$ cat src/rtl/dsp_bus_qualifier_pkg.sv
// dsp_bus_qualifier_pkg
//   Shared definitions for the DSP bus front end:
//   - bus widths and the data/address reset values
//   - front-end FSM state encoding
//   - minimum-parameter check used at elaboration of the top
//   Optional feature macro handled by the top: DSP_BUS_TIMEOUT_EN.
package dsp_bus_qualifier_pkg;

  localparam int AB_W = 8;
  localparam int DB_W = 16;

  localparam logic [DB_W-1:0] DB_RESET = 16'h0000;
  localparam logic [AB_W-1:0] AB_RESET = 8'h00;

  typedef enum logic [2:0] {
    ST_IDLE     = 3'd0,
    ST_FILT     = 3'd1,
    ST_WR_HOLD  = 3'd2,
    ST_RD_WAIT  = 3'd3,
    ST_RD_DRIVE = 3'd4
  } state_t;

  // Two flops is the least that gives the async strobes a resolution cycle;
  // the filter needs at least one qualifying cycle; the timeout at least one.
  function automatic bit params_ok(input int sync_stages,
                                   input int filter_cycles,
                                   input int timeout_cycles);
    return (sync_stages >= 2) && (filter_cycles >= 1) && (timeout_cycles >= 1);
  endfunction

endpackage

$ cat src/rtl/dsp_bus_qualifier_if.sv
// dsp_bus_qualifier_if
//   Groups the DSP pin-side signals and the application-side qualified bus.
//   master : the qualifier (samples pins and app response, drives qualified bus)
//   slave  : pin buffers plus the application blocks
//   Pin side : cs_n, rd_n, we_n, ab_pin, db_pin_in, db_pin_out, db_pin_oe
//   App side : ab, db_in, write_qualified, read_qualified,
//              db_out_app, data_avail_app, bus_error
interface dsp_bus_qualifier_if;
  import dsp_bus_qualifier_pkg::*;

  logic            cs_n;
  logic            rd_n;
  logic            we_n;
  logic [AB_W-1:0] ab_pin;
  logic [DB_W-1:0] db_pin_in;
  logic [DB_W-1:0] db_pin_out;
  logic            db_pin_oe;
  logic [AB_W-1:0] ab;
  logic [DB_W-1:0] db_in;
  logic            write_qualified;
  logic            read_qualified;
  logic [DB_W-1:0] db_out_app;
  logic            data_avail_app;
  logic            bus_error;

  modport master (
    input  cs_n, rd_n, we_n, ab_pin, db_pin_in, db_out_app, data_avail_app,
    output db_pin_out, db_pin_oe, ab, db_in, write_qualified, read_qualified,
           bus_error
  );

  modport slave (
    output cs_n, rd_n, we_n, ab_pin, db_pin_in, db_out_app, data_avail_app,
    input  db_pin_out, db_pin_oe, ab, db_in, write_qualified, read_qualified,
           bus_error
  );

endinterface

$ cat src/rtl/dsp_bus_qualifier_sync_filter.sv
// sync_filter
//   Single-bit synchroniser for an asynchronous DSP strobe.
//   Ports: xclk (clock), reset (sync, active high), d (async input),
//          q (synchronised output, SYNC_STAGES cycles of latency).
//   RST_VAL is the value the chain holds in reset.
module sync_filter #(
  parameter int   SYNC_STAGES = 2,
  parameter logic RST_VAL     = 1'b0
) (
  input  logic xclk,
  input  logic reset,
  input  logic d,
  output logic q
);

  logic [SYNC_STAGES-1:0] sync_p;

  always_ff @(posedge xclk) begin
    if (reset) begin
      sync_p <= {SYNC_STAGES{RST_VAL}};
    end else begin
      sync_p <= {sync_p[SYNC_STAGES-2:0], d};
    end
  end

  assign q = sync_p[SYNC_STAGES-1];

endmodule

$ cat src/rtl/dsp_bus_qualifier.sv
// dsp_bus_qualifier
//   Front end between the asynchronous 16-bit DSP bus and the application
//   blocks. Synchronises and glitch-filters cs_n/rd_n/we_n, latches address
//   and write data, issues one-cycle write_qualified / read_qualified pulses,
//   and drives the registered application read response back onto the data
//   bus for the remainder of the read strobe.
//   Ports:
//     xclk, reset     : clock, synchronous active-high reset
//     bus (master)    : pin side and application side, see dsp_bus_qualifier_if
//     timeout_flag    : sticky strobe-hold timeout (only with DSP_BUS_TIMEOUT_EN)
//   Optional feature macro: DSP_BUS_TIMEOUT_EN (strobe hold timeout).
module dsp_bus_qualifier
  import dsp_bus_qualifier_pkg::*;
#(
  parameter int SYNC_STAGES    = 2,
  parameter int FILTER_CYCLES  = 2,
  parameter int TIMEOUT_CYCLES = 1024
) (
  input  logic                       xclk,
  input  logic                       reset,
  dsp_bus_qualifier_if.master        bus
`ifdef DSP_BUS_TIMEOUT_EN
  ,
  output logic                       timeout_flag
`endif
);

  generate
    if (!params_ok(SYNC_STAGES, FILTER_CYCLES, TIMEOUT_CYCLES)) begin : g_param_check
      $error("dsp_bus_qualifier: need SYNC_STAGES>=2, FILTER_CYCLES>=1, TIMEOUT_CYCLES>=1");
    end
  endgenerate

  localparam int                FCNT_W    = $clog2(FILTER_CYCLES + 1);
  localparam logic [FCNT_W-1:0] FILT_LAST = FCNT_W'(FILTER_CYCLES - 1);

  // Synchronised strobes (active low). The chains reset to 0 so that the
  // strobes look asserted until real highs have crossed the synchroniser;
  // this keeps the armed bit clear until the pins are genuinely idle.
  logic cs_s;
  logic rd_s;
  logic we_s;

  sync_filter #(.SYNC_STAGES(SYNC_STAGES), .RST_VAL(1'b0)) u_sync_cs (
    .xclk(xclk), .reset(reset), .d(bus.cs_n), .q(cs_s)
  );
  sync_filter #(.SYNC_STAGES(SYNC_STAGES), .RST_VAL(1'b0)) u_sync_rd (
    .xclk(xclk), .reset(reset), .d(bus.rd_n), .q(rd_s)
  );
  sync_filter #(.SYNC_STAGES(SYNC_STAGES), .RST_VAL(1'b0)) u_sync_we (
    .xclk(xclk), .reset(reset), .d(bus.we_n), .q(we_s)
  );

  logic rd_act;
  logic wr_act;
  logic both_act;

  assign rd_act   = ~cs_s & ~rd_s;
  assign wr_act   = ~cs_s & ~we_s;
  assign both_act = rd_act & wr_act;

  state_t            state,   state_nxt;
  logic [FCNT_W-1:0] fcnt,    fcnt_nxt;
  logic              is_wr,   is_wr_nxt;
  logic              armed,   armed_nxt;
  logic [AB_W-1:0]   ab_q,    ab_nxt;
  logic [DB_W-1:0]   db_in_q, db_in_nxt;
  logic [DB_W-1:0]   dout_q,  dout_nxt;
  logic              oe_q,    oe_nxt;
  logic              wq_q,    wq_nxt;
  logic              rq_q,    rq_nxt;
  logic              err_q,   err_nxt;

`ifdef DSP_BUS_TIMEOUT_EN
  localparam int                TCNT_W  = $clog2(TIMEOUT_CYCLES + 1);
  localparam logic [TCNT_W-1:0] TO_LAST = TCNT_W'(TIMEOUT_CYCLES - 1);

  logic [TCNT_W-1:0] to_cnt, to_cnt_nxt;
  logic              to_flag, to_flag_nxt;
`endif

  always_comb begin
    state_nxt = state;
    fcnt_nxt  = fcnt;
    is_wr_nxt = is_wr;
    // Arm once both synchronised strobes have been seen high.
    armed_nxt = armed | (rd_s & we_s);
    ab_nxt    = ab_q;
    db_in_nxt = db_in_q;
    dout_nxt  = dout_q;
    oe_nxt    = oe_q;
    wq_nxt    = 1'b0;
    rq_nxt    = 1'b0;
    err_nxt   = 1'b0;
`ifdef DSP_BUS_TIMEOUT_EN
    to_cnt_nxt  = '0;
    to_flag_nxt = to_flag;
`endif

    case (state)
      ST_IDLE: begin
        oe_nxt = 1'b0;
        // Disarming on an error holds us here until both strobes go high.
        if (armed && both_act) begin
          err_nxt   = 1'b1;
          armed_nxt = 1'b0;
        end else if (armed && (rd_act || wr_act)) begin
          state_nxt = ST_FILT;
          fcnt_nxt  = '0;
          is_wr_nxt = wr_act;
        end
      end

      ST_FILT: begin
        if (both_act) begin
          err_nxt   = 1'b1;
          armed_nxt = 1'b0;
          state_nxt = ST_IDLE;
        end else if (is_wr ? wr_act : rd_act) begin
          if (fcnt == FILT_LAST) begin
            ab_nxt = bus.ab_pin;
            if (is_wr) begin
              db_in_nxt = bus.db_pin_in;
              wq_nxt    = 1'b1;
              state_nxt = ST_WR_HOLD;
            end else begin
              rq_nxt    = 1'b1;
              state_nxt = ST_RD_WAIT;
            end
          end else begin
            fcnt_nxt = fcnt + FCNT_W'(1);
          end
        end else begin
          state_nxt = ST_IDLE;
        end
      end

      ST_WR_HOLD: begin
        if (!wr_act) begin
          state_nxt = ST_IDLE;
        end
      end

      ST_RD_WAIT: begin
        // The app registers its response on the edge that sees the pulse,
        // so sample it on the cycle after the pulse has dropped.
        if (!rq_q) begin
          if (!rd_act) begin
            state_nxt = ST_IDLE;
          end else begin
            if (bus.data_avail_app) begin
              dout_nxt = bus.db_out_app;
              oe_nxt   = 1'b1;
            end
            state_nxt = ST_RD_DRIVE;
          end
        end
      end

      ST_RD_DRIVE: begin
        if (!rd_act) begin
          oe_nxt    = 1'b0;
          state_nxt = ST_IDLE;
        end
      end

      default: begin
        oe_nxt    = 1'b0;
        state_nxt = ST_IDLE;
      end
    endcase

`ifdef DSP_BUS_TIMEOUT_EN
    // Counts only while remaining in a hold state; entry restarts at 0.
    if (((state == ST_WR_HOLD) || (state == ST_RD_DRIVE)) && (state_nxt == state)) begin
      if (to_cnt == TO_LAST) begin
        oe_nxt      = 1'b0;
        to_flag_nxt = 1'b1;
        armed_nxt   = 1'b0;
        state_nxt   = ST_IDLE;
      end else begin
        to_cnt_nxt = to_cnt + TCNT_W'(1);
      end
    end
`endif
  end

  always_ff @(posedge xclk) begin
    if (reset) begin
      state   <= ST_IDLE;
      fcnt    <= '0;
      is_wr   <= 1'b0;
      armed   <= 1'b0;
      ab_q    <= AB_RESET;
      db_in_q <= DB_RESET;
      dout_q  <= DB_RESET;
      oe_q    <= 1'b0;
      wq_q    <= 1'b0;
      rq_q    <= 1'b0;
      err_q   <= 1'b0;
`ifdef DSP_BUS_TIMEOUT_EN
      to_cnt  <= '0;
      to_flag <= 1'b0;
`endif
    end else begin
      state   <= state_nxt;
      fcnt    <= fcnt_nxt;
      is_wr   <= is_wr_nxt;
      armed   <= armed_nxt;
      ab_q    <= ab_nxt;
      db_in_q <= db_in_nxt;
      dout_q  <= dout_nxt;
      oe_q    <= oe_nxt;
      wq_q    <= wq_nxt;
      rq_q    <= rq_nxt;
      err_q   <= err_nxt;
`ifdef DSP_BUS_TIMEOUT_EN
      to_cnt  <= to_cnt_nxt;
      to_flag <= to_flag_nxt;
`endif
    end
  end

  assign bus.ab              = ab_q;
  assign bus.db_in           = db_in_q;
  assign bus.db_pin_out      = dout_q;
  assign bus.db_pin_oe       = oe_q;
  assign bus.write_qualified = wq_q;
  assign bus.read_qualified  = rq_q;
  assign bus.bus_error       = err_q;
`ifdef DSP_BUS_TIMEOUT_EN
  assign timeout_flag        = to_flag;
`endif

endmodule
$ cat src/flat_wrapper.sv
// flat-port wrapper written by rule: the top's interface ports become plain ports
module dsp_bus_qualifier_flat import dsp_bus_qualifier_pkg::*;
#(
  parameter int SYNC_STAGES    = 2,
  parameter int FILTER_CYCLES  = 2,
  parameter int TIMEOUT_CYCLES = 1024
)
  (xclk, reset, bus_cs_n, bus_rd_n, bus_we_n, bus_ab_pin, bus_db_pin_in, bus_db_out_app, bus_data_avail_app, bus_db_pin_out, bus_db_pin_oe, bus_ab, bus_db_in, bus_write_qualified, bus_read_qualified, bus_bus_error);
  dsp_bus_qualifier_if bus_i ();
  input  logic xclk;
  input  logic reset;
  input wire logic [$bits(bus_i.cs_n)-1:0] bus_cs_n;
  input wire logic [$bits(bus_i.rd_n)-1:0] bus_rd_n;
  input wire logic [$bits(bus_i.we_n)-1:0] bus_we_n;
  input wire logic [$bits(bus_i.ab_pin)-1:0] bus_ab_pin;
  input wire logic [$bits(bus_i.db_pin_in)-1:0] bus_db_pin_in;
  input wire logic [$bits(bus_i.db_out_app)-1:0] bus_db_out_app;
  input wire logic [$bits(bus_i.data_avail_app)-1:0] bus_data_avail_app;
  output wire logic [$bits(bus_i.db_pin_out)-1:0] bus_db_pin_out;
  output wire logic [$bits(bus_i.db_pin_oe)-1:0] bus_db_pin_oe;
  output wire logic [$bits(bus_i.ab)-1:0] bus_ab;
  output wire logic [$bits(bus_i.db_in)-1:0] bus_db_in;
  output wire logic [$bits(bus_i.write_qualified)-1:0] bus_write_qualified;
  output wire logic [$bits(bus_i.read_qualified)-1:0] bus_read_qualified;
  output wire logic [$bits(bus_i.bus_error)-1:0] bus_bus_error;
  assign bus_i.cs_n = bus_cs_n;
  assign bus_i.rd_n = bus_rd_n;
  assign bus_i.we_n = bus_we_n;
  assign bus_i.ab_pin = bus_ab_pin;
  assign bus_i.db_pin_in = bus_db_pin_in;
  assign bus_i.db_out_app = bus_db_out_app;
  assign bus_i.data_avail_app = bus_data_avail_app;
  assign bus_db_pin_out = bus_i.db_pin_out;
  assign bus_db_pin_oe = bus_i.db_pin_oe;
  assign bus_ab = bus_i.ab;
  assign bus_db_in = bus_i.db_in;
  assign bus_write_qualified = bus_i.write_qualified;
  assign bus_read_qualified = bus_i.read_qualified;
  assign bus_bus_error = bus_i.bus_error;
  dsp_bus_qualifier #(.SYNC_STAGES(SYNC_STAGES), .FILTER_CYCLES(FILTER_CYCLES), .TIMEOUT_CYCLES(TIMEOUT_CYCLES)) u_core (.xclk(xclk), .reset(reset), .bus(bus_i));
endmodule
$ cat config.mk
export PLATFORM = sky130hd
export DESIGN_NAME = dsp_bus_qualifier_flat
export DESIGN_NICKNAME = d
export VERILOG_FILES = /design/src/rtl/dsp_bus_qualifier_pkg.sv /design/src/rtl/dsp_bus_qualifier_if.sv /design/src/rtl/dsp_bus_qualifier_sync_filter.sv /design/src/rtl/dsp_bus_qualifier.sv /design/src/flat_wrapper.sv
export SDC_FILE = /design/constraint.sdc
export NUM_CORES = 1
export LEC_CHECK = 0
export CORE_UTILIZATION = 38
export DETAILED_ROUTE_END_ITERATION = 8
export GPL_TIMING_DRIVEN = 0
export PLACE_DENSITY_LB_ADDON = 0.3
export SLEW_MARGIN = 20
export SYNTH_ARGS = -nofsm -noshare
export SYNTH_HDL_FRONTEND = slang
export SYNTH_SLANG_ARGS = --single-unit
$ cat constraint.sdc
create_clock -name xclk -period 1.6 [get_ports xclk]
set_input_delay 0.16 -clock xclk [delete_from_list [all_inputs] [get_ports xclk]]
set_output_delay 0.16 -clock xclk [all_outputs]
set_load 0.01 [all_outputs]
==> impl_metrics.json, run 1 <==
{
  "first_pass_grt_wire_length_um": 7890,
  "synthToLayoutAreaGrowth_pct": 56.1,
  "synth_area_leader_cell": "dfxtp_1",
  "place.gp.congestion": 0.741,
  "synthSimpleGateAreaFrac": 0.201,
  "timing.final.setup_violations": 1,
  "post_synth_main_area_contributors": "dfxtp_1, mux2i_1, nor2_1",
  "fin_worst_skew_ps": 5.54,
  "hold_viol": 0,
  "synth_flop_cell": "dfxtp_1",
  "drcViolationCount": 0,
  "grt_pass1_vias": 1735,
  "min_period_ps": 1640,
  "crit_path_cell_trace": "or3b_4 > a2111oi_4 > nor2_2 > mux2_4",
  "io_buffer_count": 89,
  "final_util": 0.622,
  "design.core.area_um2": 5540,
  "cap_violations": 0,
  "vias": 1827,
  "insertedDiodeCount": 0,
  "route.antenna.remaining_nets": 0,
  "mean_post_synth_cell_area_um2": 10.3,
  "cts.htree.levels": 3,
  "synth-compound-area-share": 0.0431,
  "synthesis.area_um2": 2210,
  "fp.dieH_um": 78.2,
  "detail_route.vias_per_cell": 4.65,
  "gr-usage-all-layers": 0.169,
  "rsz0062_at_grt": "yes",
  "cp.arrival_ps": 1850,
  "cts.root.buffer_cell": "clkbuf_8",
  "postLayoutSetupSlackWorst_ps": -40.3,
  "failed_checks": "setup timing",
  "grt_max_degree": 18,
  "seq_area_frac_synth": 0.517,
  "hpwlAfterDp_um": 3320,
  "tritoncts_clock_tree": "yes",
  "place_area_um2": 3190,
  "totalWireLength_um": 4910,
  "post_synth_xor_area_fraction": 0.00397,
  "maximum_operating_frequency_ghz": 0.610,
  "postSynthRegisterBits": 57,
  "floorplan.io_pins": 90,
  "synth-edff-count": 0,
  "synth_top_area_frac": 0.517,
  "final_layout_size_suffix_gt1_frac": 0.115,
  "layout.nets": 364,
  "fill_cells": 523,
  "critical_path.max_stage_delay_ps": 420,
  "fp-row-count": 27,
  "post_synth_num_cell_types": 34,
  "worst-slew-pin-transition_ps": 471,
  "ctsLongestPathBuffers": 2,
  "antenna_found_initial": 0,
  "ir_drop_worst_case_vdd_mv": 0.654,
  "cts-buffers-inserted": 9,
  "cts_num_sinks": 57,
  "drv_slew": 0,
  "cp-end-kind": "register",
  "timing.critical_path.fanout_max": 3,
  "detailedRoute.firstIterationViolations": 53,
  "synthesis.yosys.warnings": 0,
  "run_status": "complete, but fails checks",
  "synth.net_count": 262,
  "synthMostInstantiatedCell": "dfxtp_1",
  "start_util": 0.399,
  "design_area_um2": 3450,
  "postSynthCellCount": 215,
  "synth-adder-area-share": 0.00567,
  "die-area_um2": 6120,
  "clock_transition_at_the_register_clock_pins_on_the_worst_setup_and_hold_paths_after_cts_ps": 60,
  "yosys-top-cells-count": "dfxtp_1, nor2_1, mux2i_1, nor2b_1, buf_2",
  "start_kind": "register",
  "grt_overflow": 0,
  "power.static_leakage_nw": 1.55,
  "muxShareOfSynthArea": 0.195,
  "clkLatencyLatePin_ps": 330,
  "drt_first_pass_iters": 3,
  "kind_of_critical_path": "register to register",
  "die_width_um": 78.2,
  "timing.slew.headroom": 0.686,
  "combinational_family_with_the_most_area_after_synthesis": "simple AND/OR/NAND/NOR gates",
  "powerDensity_nw_per_um2": 819,
  "finalCritPeriodShare": 1.03,
  "hp-class": "primary input to register",
  "routed_wire_length_per_instance_um": 12.5,
  "ys_async_sr_fraction": 0,
  "timing.critical_path.required_ps": 1810,
  "cpMaxStageDelayCell": "a2111oi_4"
}
-- final timing paths --
kind / cells after the start / end / from / slack, ps
worst min-delay path: 2 / u_core.u_sync_cs.sync_p[0] / bus_cs_n / 380
worst max register to register: 4 / u_core.fcnt[0] / u_core.is_wr / -40
worst min register to register: 1 / u_core.u_sync_we.sync_p[1] / u_core.u_sync_we.sync_p[0] / 440
worst max-delay path: 4 / u_core.fcnt[0] / u_core.is_wr / -40
-- cell usage in the layout, fill, tap and decap left out, drive strengths merged --
cell	synthesis	final
and3	1	1
xnor2	1	1
nor2	50	50
nor4	5	5
nor2b	8	8
o21ba	1	1
nor3	6	6
nand4	2	2
or4b	1	1
a31o	1	1
or3b	2	2
or3	1	1
or2	1	1
clkbuf	6	20
a2111oi	1	1
o21ai	3	3
nand3b	1	1
nor3b	1	1
dfxtp	57	57
inv	1	1
mux2	1	1
and4bb	1	1
buf	9	8
o41ai	1	1
nand3	1	1
clkdlybuf4s50	0	89
and4b	2	2
nand2b	2	2
clkinv	0	3
mux2i	42	42
a21oi	5	5
bufinv	0	1
ha	1	1
-- kinds of logic (layout without fill, tap and decap cells) --
group	after synthesis	count (layout)
AO/OA/AOI/OAI	12	12
XOR/XNOR	1	1
adder cells (fa/ha/maj)	1	1
buffers and inverters	16	122
flip-flops	57	57
multiplexers	43	43
AND/OR/NAND/NOR	85	85
-- final cells by class --
type | instances | area [um2] | area share
Clock inverter | 4 | 45.0 | 0.0131
Clock buffer | 11 | 131 | 0.0381
Sequential cell | 57 | 1150 | 0.332
Inverter | 1 | 3.75 | 0.00109
Tap cell | 72 | 90.1 | 0.0261
Buffer | 14 | 106 | 0.0308
Timing Repair Buffer | 92 | 913 | 0.265
Multi-Input combinational cell | 142 | 1010 | 0.294
-- stage by stage --
step | cells | setup WS (ps) | power [W] | TNS [ps] | hold slack (ps)
2_1_floorplan | 215 | 15.2 | 0.00151 | 0 | 288
3_3_place_gp | 376 | -169 | 0.00163 | -6380 | 416
3_5_place_dp | 376 | -219 | 0.00163 | -6850 | 428
4_1_cts | 392 | 2.95 | 0.00288 | 0 | 361
5_1_grt | 393 | -86.9 | 0.00296 | -86.9 | 361
6_report | 393 | -40.3 | 0.00282 | -40.3 | 383
-- metal layers --
layer / vias to the layer above / share of wire / global-route usage / routed length [um]
met5: - / 0 / 0 / 0
met4: 0 / 0.017 / 0.0500 / 82
met3: 11 / 0.095 / 0.0919 / 464
met2: 65 / 0.45 / 0.273 / 2220
met1: 811 / 0.44 / 0.190 / 2150
li1: 940 / - / - / -
-- what timing repair did --
action / in CTS / in global routing
gates resized for setup: 10 / 12
buffers inserted: 2 / 1
hold buffers: 0 / 0
setup endpoints to repair: 35 / 24
pin swaps: 4 / 4
-- registers in the layout, indices dropped and copies added, names as in the netlist --
| register | flops |
|---|---|
| u_core.bus.db_pin_out | 16 |
| u_core.bus.ab | 8 |
| u_core.bus.write_qualified | 1 |
| u_core.u_sync_cs.sync_p | 2 |
| u_core.state | 3 |
| u_core.bus.db_in | 16 |
| u_core.fcnt | 2 |
| u_core.bus.bus_error | 1 |
| u_core.armed | 1 |
| u_core.u_sync_we.sync_p | 2 |
| u_core.is_wr | 1 |
| u_core.bus.db_pin_oe | 1 |
| u_core.u_sync_rd.sync_p | 2 |
| u_core.bus.read_qualified | 1 |
-- power breakdown --
| part | internal, W | switching [W] | leakage [nW] | total, W |
|---|---|---|---|---|
| registers | 0.00143 | 0.00000451 | 0.461 | 0.00143 |
| logic | 0.000117 | 0.0000546 | 0.996 | 0.000172 |
| clock network | 0.000702 | 0.000518 | 0.0929 | 0.00122 |
| total | 0.00225 | 0.000578 | 1.55 | 0.00282 |
-- worst max-delay path: cells and delay by family (launching register included) --
family | cells | cell delay (ps)
AND/OR/NAND/NOR | 2 | 470
AO/OA/AOI/OAI | 1 | 420
flip-flops | 1 | 340
multiplexers | 1 | 300
(Power assumes the default switching activity.)
==> inputs of run 2 (changes only) <==
CORE_UTILIZATION = 55   (was 38)
DONT_BUFFER_PORTS = 1   (was unset)
GPL_ROUTABILITY_DRIVEN = 1   (was unset)
==> impl_metrics.json, run 2 (synthesized netlist as in run 1, its figures left out) <==
{
  "cp-end-kind": "register",
  "routed_wire_length_per_instance_um": 16.9,
  "start_util": 0.590,
  "postLayoutSetupSlackWorst_ps": 3.05,
  "ctsLongestPathBuffers": 2,
  "run_status": "finished, final reports clean",
  "cts.root.buffer_cell": "clkbuf_8",
  "post-layout-total-power_w": 0.00280,
  "clock_transition_at_the_register_clock_pins_on_the_worst_setup_and_hold_paths_after_cts_ps": 60,
  "design_area_um2": 3040,
  "timing.slew.headroom": 0.667,
  "final_layout_size_suffix_gt1_frac": 0.168,
  "cap_violations": 0,
  "ir_drop_worst_case_vdd_mv": 0.826,
  "grt_pass1_vias": 1799,
  "place.gp.congestion": 0.784,
  "cts.htree.levels": 3,
  "timing.critical_path.required_ps": 1820,
  "timing.final.setup_violations": 0,
  "power.static_leakage_nw": 1.41,
  "hold_viol": 0,
  "grt_busiest_layer": "met2",
  "hp-class": "primary input to register",
  "fin_worst_skew_ps": 7.83,
  "final_common_cell": "dfxtp_1",
  "cpMaxStageDelayCell": "a2111oi_4",
  "fp-row-count": 22,
  "gr-usage-all-layers": 0.263,
  "detailedRoute.firstIterationViolations": 85,
  "cts_num_sinks": 57,
  "critical_path.max_stage_delay_ps": 400,
  "grt_max_degree": 11,
  "fill_cells": 226,
  "grt_overflow": 0,
  "place_area_um2": 2270,
  "rsz0062_at_grt": "yes",
  "powerDensity_nw_per_um2": 922,
  "insertedDiodeCount": 0,
  "finalCritPeriodShare": 0.998,
  "antenna_found_initial": 0,
  "global_route.usage.met1": 0.290,
  "vias": 1772,
  "dpl_worst_slack_ps": -171,
  "cp.arrival_ps": 1820,
  "drcViolationCount": 0,
  "floorplan.io_pins": 90,
  "worst-slew-pin-transition_ps": 499,
  "design.core.area_um2": 3740,
  "layout.nets": 322,
  "fin_worst_hold_slack_ps": 34.9,
  "final_util": 0.812,
  "start_kind": "register",
  "hpwlAfterDp_um": 2830,
  "cts-buffers-inserted": 9,
  "groute.layer.met3.usage": 0.0990,
  "tritoncts_clock_tree": "yes",
  "maximum_operating_frequency_ghz": 0.626,
  "totalWireLength_um": 5520,
  "crit_path_cell_trace": "or3b_4 > a2111oi_4 > nor2_2 > mux2_4",
  "route.antenna.remaining_nets": 0,
  "grt_util_met2": 0.439,
  "drt_first_pass_iters": 4,
  "drv_slew": 0,
  "layout.cells.most_common_list": "dfxtp_1, nor2_1, dlygate4sd3_1",
  "die-area_um2": 4270,
  "first_pass_grt_wire_length_um": 8180,
  "clkLatencyLatePin_ps": 330,
  "synthToLayoutAreaGrowth_pct": 37.6,
  "fp.dieH_um": 65.4,
  "io_buffer_count": 0,
  "timing.critical_path.fanout_max": 2,
  "die_width_um": 65.4,
  "min_period_ps": 1600,
  "detail_route.vias_per_cell": 5.42,
  "kind_of_critical_path": "register to register"
}
run 2: cell types whose count changed in the layout (fill, tap and decap cells not counted), sizes merged:
cell / previous run / this run
clkdlybuf4s50: 89 / 0
dlygate4sd3: 0 / 43
buf: 8 / 14
clkinv: 3 / 1
bufinv: 1 / 0
clkinvlp: 0 / 1
run 2: power by group:
part           internal, W  switching, W
Sequential         0.00143    0.00000442
Clock             0.000678      0.000542
Combinational    0.0000928     0.0000612
Total              0.00220      0.000607
run 2: path summary, 6_finish.rpt:
path,start,to,slack (ps),depth (start not counted)
worst max-delay path,u_core.is_wr,u_core.fcnt[0],3,4
worst min-delay path,reset,u_core.fcnt[1],30,3
worst max register to register,u_core.is_wr,u_core.fcnt[0],3,4
worst min register to register,u_core.u_sync_rd.sync_p[0],u_core.u_sync_rd.sync_p[1],440,1
run 2: worst max-delay path, delay by kind of cell (launching register included):
family	cells	cell delay (ps)
and+or+nand+nor	2	450
AOI/OAI and AO/OA	1	400
muxes	1	300
DFF	1	340
run 2: per-layer routing:
layer | vias up | wire, um
li1 | 858 | -
met1 | 832 | 2240
met2 | 72 | 2760
met3 | 10 | 408
met4 | 0 | 108
met5 | - | 0
run 2: repair_timing:
item                       in CTS  in global routing
pin swaps                       1                  5
hold endpoints to repair       42                  1
gates resized for setup        12                 19
setup buffers                   1                  5
setup endpoints to repair      20                 22
hold buffers                   42                  1
run 2: metrics by stage:
stage / std cells / TNS [ps]
finish: 327 / 0
global route: 327 / -35.2
CTS: 321 / 0
detailed placement: 263 / -2180
global placement: 263 / -1920
floorplan: 215 / 0
run 2: layout make-up:
cell class / instances / area (um2) / area share
timing repair buffer: 49 / 488 / 0.161
inverter: 1 / 3.75 / 0.00124
tap: 48 / 60.1 / 0.0198
clock inverter: 2 / 12.5 / 0.00412
sequential: 57 / 1150 / 0.378
multi-input combinational: 142 / 1030 / 0.340
clock buffer: 13 / 169 / 0.0556
buffer: 15 / 125 / 0.0412
